===== config.mk =====
export PLATFORM = sky130hd
export DESIGN_NAME = dunit_imem_loader_flat
export DESIGN_NICKNAME = d
export VERILOG_FILES = /design/src/rtl/dunit_imem_loader_if.sv /design/src/rtl/dunit_imem_loader.sv /design/src/flat_wrapper.sv
export SDC_FILE = /design/constraint.sdc
export NUM_CORES = 1
export LEC_CHECK = 0
export CORE_MARGIN = 1
export CORE_UTILIZATION = 57
export DETAILED_ROUTE_END_ITERATION = 8
export PLACE_DENSITY = 0.85
export SLEW_MARGIN = 20
export SYNTH_ARGS = -nofsm -noshare
export SYNTH_HDL_FRONTEND = slang
export SYNTH_SLANG_ARGS = --single-unit

===== constraint.sdc =====
create_clock -name i_clk -period 4.65 [get_ports i_clk]
set_clock_uncertainty 0.05 [all_clocks]
set_input_delay 0.6975 -clock i_clk [delete_from_list [all_inputs] [get_ports i_clk]]
set_output_delay 0.6975 -clock i_clk [all_outputs]
set_load 0.01 [all_outputs]

===== src/rtl/dunit_imem_loader_if.sv =====
// Byte-stream-in / instruction-memory-write-out bundle for dunit_imem_loader.
// master = debug host side (start + UART bytes), slave = the loader itself.
interface dunit_imem_loader_if #(
    parameter int NB_REG   = 32,
    parameter int NB_WIDHT = 9
);
    logic                  i_start;
    logic [7:0]            i_rx_data;
    logic                  i_rx_valid;
    logic                  o_dunit_w_en;
    logic [NB_WIDHT-1:0]   o_dunit_addr;
    logic [NB_REG-1:0]     o_dunit_data;
    logic                  o_busy;
    logic                  o_done;
    logic                  o_error;
    logic [NB_WIDHT-2:0]   o_word_count;

    modport master (
        output i_start, i_rx_data, i_rx_valid,
        input  o_dunit_w_en, o_dunit_addr, o_dunit_data,
        input  o_busy, o_done, o_error, o_word_count
    );

    modport slave (
        input  i_start, i_rx_data, i_rx_valid,
        output o_dunit_w_en, o_dunit_addr, o_dunit_data,
        output o_busy, o_done, o_error, o_word_count
    );
endinterface


===== src/rtl/dunit_imem_loader.sv =====
// Packs UART bytes big-endian into 32-bit words and writes them to instruction memory.
// Optional IMEM_LOADER_CHECKSUM_EN: trailing XOR checksum byte verified after HALT.
module dunit_imem_loader #(
    parameter int                NB_REG    = 32,
    parameter int                NB_WIDHT  = 9,
    parameter logic [NB_REG-1:0] HALT_INST = 32'hFFFFFFFF
) (
    input  logic                  i_clk,
    input  logic                  i_reset,
    dunit_imem_loader_if.slave    bus
);

`ifdef IMEM_LOADER_CHECKSUM_EN
    typedef enum logic [2:0] {IDLE, LOAD, WRITE, DONE, ERROR, CHECK} state_t;
`else
    typedef enum logic [2:0] {IDLE, LOAD, WRITE, DONE, ERROR} state_t;
`endif

    localparam logic [NB_WIDHT-1:0] LAST_ADDR = {{(NB_WIDHT-2){1'b1}}, 2'b00};

    state_t                state_q;
    logic [NB_REG-1:0]     word_q;
    logic [1:0]            byte_cnt_q;
    logic [NB_WIDHT-1:0]   ptr_q;
    logic                  w_en_q;
    logic [NB_WIDHT-1:0]   addr_q;
    logic [NB_REG-1:0]     data_q;
    logic                  busy_q;
    logic                  done_q;
    logic                  error_q;
    logic [NB_WIDHT-2:0]   word_count_q;
`ifdef IMEM_LOADER_CHECKSUM_EN
    logic [7:0]            xor_q;
`endif

    logic [NB_REG-1:0]     word_d;
    logic [NB_WIDHT-1:0]   ptr_d;
    logic                  last_slot;
    logic                  is_halt;

    always_comb begin
        word_d    = {word_q[NB_REG-9:0], bus.i_rx_data};
        last_slot = (ptr_q == LAST_ADDR);
        // Pointer saturates at the last slot so it never wraps back to 0.
        ptr_d     = last_slot ? ptr_q : ptr_q + NB_WIDHT'(4);
        is_halt   = (data_q == HALT_INST);
    end

    always_ff @(posedge i_clk) begin
        if (i_reset) begin
            state_q      <= IDLE;
            word_q       <= '0;
            byte_cnt_q   <= '0;
            ptr_q        <= '0;
            w_en_q       <= 1'b0;
            addr_q       <= '0;
            data_q       <= '0;
            busy_q       <= 1'b0;
            done_q       <= 1'b0;
            error_q      <= 1'b0;
            word_count_q <= '0;
`ifdef IMEM_LOADER_CHECKSUM_EN
            xor_q        <= '0;
`endif
        end else begin
            case (state_q)
                IDLE, DONE, ERROR: begin
                    if (bus.i_start) begin
                        state_q      <= LOAD;
                        ptr_q        <= '0;
                        byte_cnt_q   <= '0;
                        word_count_q <= '0;
                        busy_q       <= 1'b1;
                        done_q       <= 1'b0;
                        error_q      <= 1'b0;
`ifdef IMEM_LOADER_CHECKSUM_EN
                        xor_q        <= '0;
`endif
                    end
                end
                LOAD: begin
                    if (bus.i_rx_valid) begin
                        word_q <= word_d;
`ifdef IMEM_LOADER_CHECKSUM_EN
                        xor_q  <= xor_q ^ bus.i_rx_data;
`endif
                        if (byte_cnt_q == 2'd3) begin
                            byte_cnt_q <= '0;
                            state_q    <= WRITE;
                            w_en_q     <= 1'b1;
                            addr_q     <= ptr_q;
                            data_q     <= word_d;
                        end else begin
                            byte_cnt_q <= byte_cnt_q + 2'd1;
                        end
                    end
                end
                WRITE: begin
                    w_en_q       <= 1'b0;
                    word_count_q <= word_count_q + (NB_WIDHT-1)'(1);
                    ptr_q        <= ptr_d;
                    if (is_halt) begin
`ifdef IMEM_LOADER_CHECKSUM_EN
                        // A byte arriving in the HALT write cycle is already the checksum.
                        if (bus.i_rx_valid) begin
                            state_q <= (bus.i_rx_data == xor_q) ? DONE : ERROR;
                            done_q  <= (bus.i_rx_data == xor_q);
                            error_q <= (bus.i_rx_data != xor_q);
                            busy_q  <= 1'b0;
                        end else begin
                            state_q <= CHECK;
                        end
`else
                        state_q <= DONE;
                        done_q  <= 1'b1;
                        busy_q  <= 1'b0;
`endif
                    end else if (last_slot) begin
                        state_q <= ERROR;
                        error_q <= 1'b1;
                        busy_q  <= 1'b0;
                    end else begin
                        state_q <= LOAD;
                        if (bus.i_rx_valid) begin
                            word_q     <= word_d;
                            byte_cnt_q <= 2'd1;
`ifdef IMEM_LOADER_CHECKSUM_EN
                            xor_q      <= xor_q ^ bus.i_rx_data;
`endif
                        end
                    end
                end
`ifdef IMEM_LOADER_CHECKSUM_EN
                CHECK: begin
                    if (bus.i_rx_valid) begin
                        state_q <= (bus.i_rx_data == xor_q) ? DONE : ERROR;
                        done_q  <= (bus.i_rx_data == xor_q);
                        error_q <= (bus.i_rx_data != xor_q);
                        busy_q  <= 1'b0;
                    end
                end
`endif
                default: state_q <= IDLE;
            endcase
        end
    end

    assign bus.o_dunit_w_en = w_en_q;
    assign bus.o_dunit_addr = addr_q;
    assign bus.o_dunit_data = data_q;
    assign bus.o_busy       = busy_q;
    assign bus.o_done       = done_q;
    assign bus.o_error      = error_q;
    assign bus.o_word_count = word_count_q;

endmodule


===== src/flat_wrapper.sv =====
// flat-port wrapper written by rule: the top's interface ports become plain ports
module dunit_imem_loader_flat 
#(
    parameter int                NB_REG    = 32,
    parameter int                NB_WIDHT  = 9,
    parameter logic [NB_REG-1:0] HALT_INST = 32'hFFFFFFFF
)
  (i_clk, i_reset, bus_i_start, bus_i_rx_data, bus_i_rx_valid, bus_o_dunit_w_en, bus_o_dunit_addr, bus_o_dunit_data, bus_o_busy, bus_o_done, bus_o_error, bus_o_word_count);
  dunit_imem_loader_if #(.NB_REG(NB_REG), .NB_WIDHT(NB_WIDHT)) bus_i ();
  input  logic i_clk;
  input  logic i_reset;
  input wire logic [$bits(bus_i.i_start)-1:0] bus_i_start;
  input wire logic [$bits(bus_i.i_rx_data)-1:0] bus_i_rx_data;
  input wire logic [$bits(bus_i.i_rx_valid)-1:0] bus_i_rx_valid;
  output wire logic [$bits(bus_i.o_dunit_w_en)-1:0] bus_o_dunit_w_en;
  output wire logic [$bits(bus_i.o_dunit_addr)-1:0] bus_o_dunit_addr;
  output wire logic [$bits(bus_i.o_dunit_data)-1:0] bus_o_dunit_data;
  output wire logic [$bits(bus_i.o_busy)-1:0] bus_o_busy;
  output wire logic [$bits(bus_i.o_done)-1:0] bus_o_done;
  output wire logic [$bits(bus_i.o_error)-1:0] bus_o_error;
  output wire logic [$bits(bus_i.o_word_count)-1:0] bus_o_word_count;
  assign bus_i.i_start = bus_i_start;
  assign bus_i.i_rx_data = bus_i_rx_data;
  assign bus_i.i_rx_valid = bus_i_rx_valid;
  assign bus_o_dunit_w_en = bus_i.o_dunit_w_en;
  assign bus_o_dunit_addr = bus_i.o_dunit_addr;
  assign bus_o_dunit_data = bus_i.o_dunit_data;
  assign bus_o_busy = bus_i.o_busy;
  assign bus_o_done = bus_i.o_done;
  assign bus_o_error = bus_i.o_error;
  assign bus_o_word_count = bus_i.o_word_count;
  dunit_imem_loader #(.NB_REG(NB_REG), .NB_WIDHT(NB_WIDHT), .HALT_INST(HALT_INST)) u_core (.i_clk(i_clk), .i_reset(i_reset), .bus(bus_i));
endmodule

Yosys cells after proc, flatten, opt, wreduce, memory -nomap -nowiden
Index checks and enable logic that the tools add are counted.
{"block": "classes", "eq_ne": 16, "muxes": 35, "reduce_logical": 15, "addsub": 3}
{"op": "$mux 32", "n": 3}
{"op": "$pmux 32 s2", "n": 1}
{"op": "$eq 32x32->1 const B", "n": 1}
{"op": "$reduce_and 3->1", "n": 7}
{"op": "$mux 9", "n": 2}
{"op": "$pmux 9 s2", "n": 1}
{"op": "$pmux 8 s2", "n": 1}
{"op": "$mux 3", "n": 5}
{"op": "$mux 2", "n": 6}
{"op": "$ne 2x2->1 const B", "n": 5}
{"op": "$add 9x3->9 const B", "n": 1}
{"op": "$eq 9x9->1 const B", "n": 1}
{"op": "$mux 1", "n": 9}
{"op": "$pmux 3 s3", "n": 1}
{"op": "$add 8x1->8 const B", "n": 1}
{"op": "$mux 8", "n": 1}
{"op": "$pmux 1 s2", "n": 4}
{"op": "$eq 3x2->1 const B", "n": 2}
{"op": "$ne 2x1->1 const B", "n": 3}
{"op": "$pmux 2 s3", "n": 1}
{"op": "$reduce_and 6->1", "n": 1}
{"op": "$reduce_and 4->1", "n": 1}
{"op": "$reduce_bool 2->1", "n": 2}
{"op": "$eq 3x1->1 const B", "n": 1}
{"op": "8 further kinds", "n": 8}
{"block": "word_totals", "out_inout_bits": 53, "input_bits": 12, "ff_bits": 99}

Longest topological paths before layout
{"block": "depth", "depth_word": 4, "ltp_mapped": 9, "depth_no_buf": 9}

Worst setup path after synthesis
OpenSTA, ideal clock, no wires.
{"block": "synth_path", "path_type": "register -> register", "start": "register u_core.ptr_q[2]", "end": "register u_core.word_q[6]", "t_arrival_ns": 1.837, "required_ns": 4.521, "setup_ns": 0.079, "period_less_slack_ns": 1.966, "path_buffers": 0, "path_slack_ns": 2.684, "stages_incl_launch_ff": 10, "cell_sequence": "dfxtp_1 -> ha_1 -> nand3_1 -> nor2_1 -> ha_1 -> nor4b_2 -> nand2_1 -> nor2_2 -> nand3_1 -> o211ai_1"}
{"block": "synth_via", "elab_chain_len": 3}
{"item": "start, declared", "line_no": "dunit_imem_loader.sv:24", "source": "logic [NB_WIDHT-1:0] ptr_q;"}
{"item": "start signal, assigned", "line_no": "dunit_imem_loader.sv:101", "source": "ptr_q <= ptr_d;"}
{"item": "$eq 9x9->1", "line_no": "dunit_imem_loader.sv:43", "source": "last_slot = (ptr_q == LAST_ADDR);"}
{"item": "$ne 2x2->1 (no source line)"}
{"item": "$reduce_and 3->1 (no source line)"}
{"item": "end signal, assigned", "line_no": "dunit_imem_loader.sv:83", "source": "word_q <= word_d;"}
{"item": "end signal, assigned", "line_no": "dunit_imem_loader.sv:125", "source": "word_q <= word_d;"}
{"item": "end, declared", "line_no": "dunit_imem_loader.sv:22", "source": "logic [NB_REG-1:0] word_q;"}
Every way passes these cells.
A chain may end at the register's enable or synchronous reset.

Worst setup path after layout
{"block": "layout_path", "start": "register u_core.data_q[18], in the netlist u_core.bus.o_dunit_data[18]", "end": "register u_core.error_q, in the netlist u_core.bus.o_error"}
{"block": "layout_via", "elab_chain_len": 3}
{"item": "start, declared", "line_no": "dunit_imem_loader.sv:27", "source": "logic [NB_REG-1:0] data_q;"}
{"item": "start signal, assigned", "line_no": "dunit_imem_loader.sv:92", "source": "data_q <= word_d;"}
{"item": "$eq 32x32->1", "line_no": "dunit_imem_loader.sv:46", "source": "is_halt = (data_q == HALT_INST);"}
{"item": "$ne 2x2->1 (no source line)"}
{"item": "$reduce_and 4->1 (no source line)"}
{"item": "end signal, assigned", "line_no": "dunit_imem_loader.sv:60", "source": "error_q <= 1'b0;"}
{"item": "end signal, assigned", "line_no": "dunit_imem_loader.sv:75", "source": "error_q <= 1'b0;"}
{"item": "end signal, assigned", "line_no": "dunit_imem_loader.sv:120", "source": "error_q <= 1'b1;"}
{"item": "end, declared", "line_no": "dunit_imem_loader.sv:30", "source": "logic error_q;"}
Every way passes these cells.

==> results.sh <==
export IMPL_start_kind="flip-flop"
export IMPL_hpwl_mm=6.134
export IMPL_area_growth_synth_to_final_pct=20.74
export IMPL_endpoint_kind="flip-flop"
export IMPL_crit_arrival_ns=2.67
export IMPL_clock_path_buffers=2
export IMPL_grt_pass1_vias=3166
export IMPL_grt_usage=0.2643
export IMPL_n_antenna_cell=0
export IMPL_cts_max_level=3
export IMPL_grt_pass1_wl_mm=14.85
export IMPL_finalMaxSlewViolations=0
export IMPL_p_sw_frac=0.2396
export IMPL_nets=519
export IMPL_hp_class="flip-flop to flip-flop"
export IMPL_portBuffers=62
export IMPL_yosysTopAreaCellShare=0.4618
export IMPL_synth_seq_cells=87
export IMPL_clk_transition_reported_paths_ns=0.08
export IMPL_finalSetupViolations=0
export IMPL_hold_buffers=0
export IMPL_combPwrFrac=0.072
export IMPL_first_iter_violations=229
export IMPL_clkLatencyLatePin_ns=0.36
export IMPL_wl_mm=8.936
export IMPL_fin_setup_tns_ns=0
export IMPL_setup_slack_ns=2.134
export IMPL_post_place_ws_ns=2.011
export IMPL_cts_resized=0
export IMPL_start_util=0.5905
export IMPL_synth_cell_area_sq_um=3771
export IMPL_ys_seq_area_frac=0.4618
export IMPL_min_period_ns=2.516
export IMPL_status="finished clean"
export IMPL_drive_gt1_frac=0.05512
export IMPL_gp_congestion=0.8928
export IMPL_dieHeight_microns=83.34
export IMPL_crit_type="flip-flop to flip-flop"
export IMPL_synth_area_leaders="dfxtp_1 46%, nand2_1 10%, a21oi_1 6.4%, nand2b_1 3.6%, nor2_1 2.7%"
export IMPL_final_core_util=0.7130
export IMPL_grt_overflow=0
export IMPL_detail_route_vias_per_cell=5.916
export IMPL_synth_edf_count=0
export IMPL_ys_types=51
export IMPL_die_area_sq_um=6946
export IMPL_dp_cells=569
export IMPL_fin_crit_sh=0.5410
export IMPL_yosysWarnings=0
export IMPL_power_leakage_nw=1.480
export IMPL_cts_setup_buffers=0
export IMPL_cts_tree="built"
export IMPL_grt_max_degree=49
export IMPL_synth_top_cell_by_area="dfxtp_1"
export IMPL_hold_viol=0
export IMPL_rr_worst_depth=5
export IMPL_syn_area_per_cell_sq_um=8.270
export IMPL_synthFlopType="dfxtp_1"
export IMPL_pwr_share_seq=0.553
export IMPL_root_buffer="clkbuf_8"
export IMPL_core_sq_um=6386
export IMPL_placementRows=29
export IMPL_power_share_clock=0.374
export IMPL_p_sw_mw=0.3335
export IMPL_rsz0062_at_grt="no"
export IMPL_power_density_nw_per_um2=305.7
export IMPL_vdd_ir_drop_max_mv=0.2550
export IMPL_drt_antenna_violating_nets=0
export IMPL_cts_made_buffers=9
export IMPL_path_max_fanout=18
export IMPL_worstPathRequired_ns=4.81
export IMPL_via_count=3461
export IMPL_post_synth_top_count_cell="nand2_1"
export IMPL_finalNonFillerCells=585
export IMPL_ios=65
export IMPL_wire_per_inst_microns=15.28
export IMPL_drv_cap=0
export IMPL_max_slew_worst_pin_slew_ns=0.8455
export IMPL_antenna_found_initial=0
export IMPL_drt_pass1_iterations=5
export IMPL_hold_depth=2
export IMPL_die_w_microns=83.34
export IMPL_synthArstFlopShare=0
export IMPL_drc=0
export IMPL_maxSlewHeadroom=0.4363
export IMPL_synth_common_cells="103 x nand2_1, 87 x dfxtp_1, 48 x a21oi_1"
export IMPL_intPower_mw=1.059
export IMPL_syn_inst=456
export IMPL_max_freq_ghz=0.3975
export IMPL_cts_sinks=87
path summary, 6_finish.rpt:
path                          startpoint                         end  slack, ns
min reg2reg   u_core.bus.o_dunit_addr[5]  u_core.bus.o_dunit_addr[5]       0.41
max          u_core.bus.o_dunit_data[18]          u_core.bus.o_error       2.13
max reg2reg  u_core.bus.o_dunit_data[18]          u_core.bus.o_error       2.13
min           u_core.bus.o_dunit_addr[5]  u_core.bus.o_dunit_addr[5]       0.41
cell type report:
| cell class | instances | area, sq um |
|---|---|---|
| inverter | 3 | 11.26 |
| timing repair buffer | 66 | 645.6 |
| tap | 77 | 96.34 |
| clock inverter | 3 | 42.54 |
| clock buffer | 13 | 148.9 |
| fill | 516 | 1833 |
| sequential | 87 | 1742 |
| multi-input combinational | 336 | 1867 |
per-layer routing:
layer | global-route usage | part of all wire
met3 | 0.04573 | 0.063
met4 | 0.1066 | 0.020
met1 | 0.3566 | 0.45
met5 | 0 | 0
met2 | 0.4210 | 0.47
kinds of logic after synthesis:
group / Yosys count / synth area share
flops: 87 / 0.4618
buf+inv: 34 / 0.04412
compound gates: 92 / 0.1506
simple gates: 223 / 0.2900
other cells: 1 / 0.0009944
mux: 11 / 0.02986
fa+ha+maj: 4 / 0.01327
xor+xnor: 4 / 0.009289
worst max-delay path: stages (launching register included):
cell and delay (ns):
dfxtp_1 0.40, nand4_1 0.11, nor4_1 0.71, nand3_1 0.68, nand2_1 0.32, a21oi_1 0.09
state kept, by name, indices dropped and copies added, names as in the netlist:
signal	cells
u_core.bus.o_error	1
u_core.word_q	24
u_core.bus.o_dunit_w_en	1
u_core.bus.o_busy	1
u_core.bus.o_done	1
u_core.bus.o_dunit_data	32
u_core.state_q	3
u_core.bus.o_dunit_addr	7
u_core.byte_cnt_q	2
u_core.ptr_q	7
u_core.bus.o_word_count	8
stage by stage:
| stage | area (sq um) | hold slack (ns) | power, mW |
|---|---|---|---|
| after floorplan | 3775 | 0.3821 | 0.8601 |
| after global placement | 4362 | 0.3934 | 0.8829 |
| after detailed placement | 4362 | 0.3958 | 0.8859 |
| after CTS | 4553 | 0.4067 | 1.394 |
| after global routing | 4553 | 0.4233 | 1.444 |
| final | 4553 | 0.4085 | 1.392 |
power groups by stage:
stage	Combinational, mW	Clock [mW]	Sequential, mW
6_report	0.101	0.521	0.770
5_1_grt	0.110	0.561	0.772
4_1_cts	0.0994	0.525	0.770
3_5_place_dp	0.0986	0	0.787
3_3_place_gp	0.0960	0	0.787
2_1_floorplan	0.0791	0	0.781
cell usage in the layout, fill, tap and decap left out, drive strengths merged, types with 9 or more instances in the layout:
cell,synthesis,layout
nor3b,10,10
dfxtp,87,87
nand4,15,15
nand2b,22,22
mux2i,9,9
clkdlybuf4s50,0,61
nor3,12,12
a21oi,49,49
clkbuf,15,13
nand3,15,15
nor2,29,29
nand2,103,103
Power figures use the tool's default switching activity.
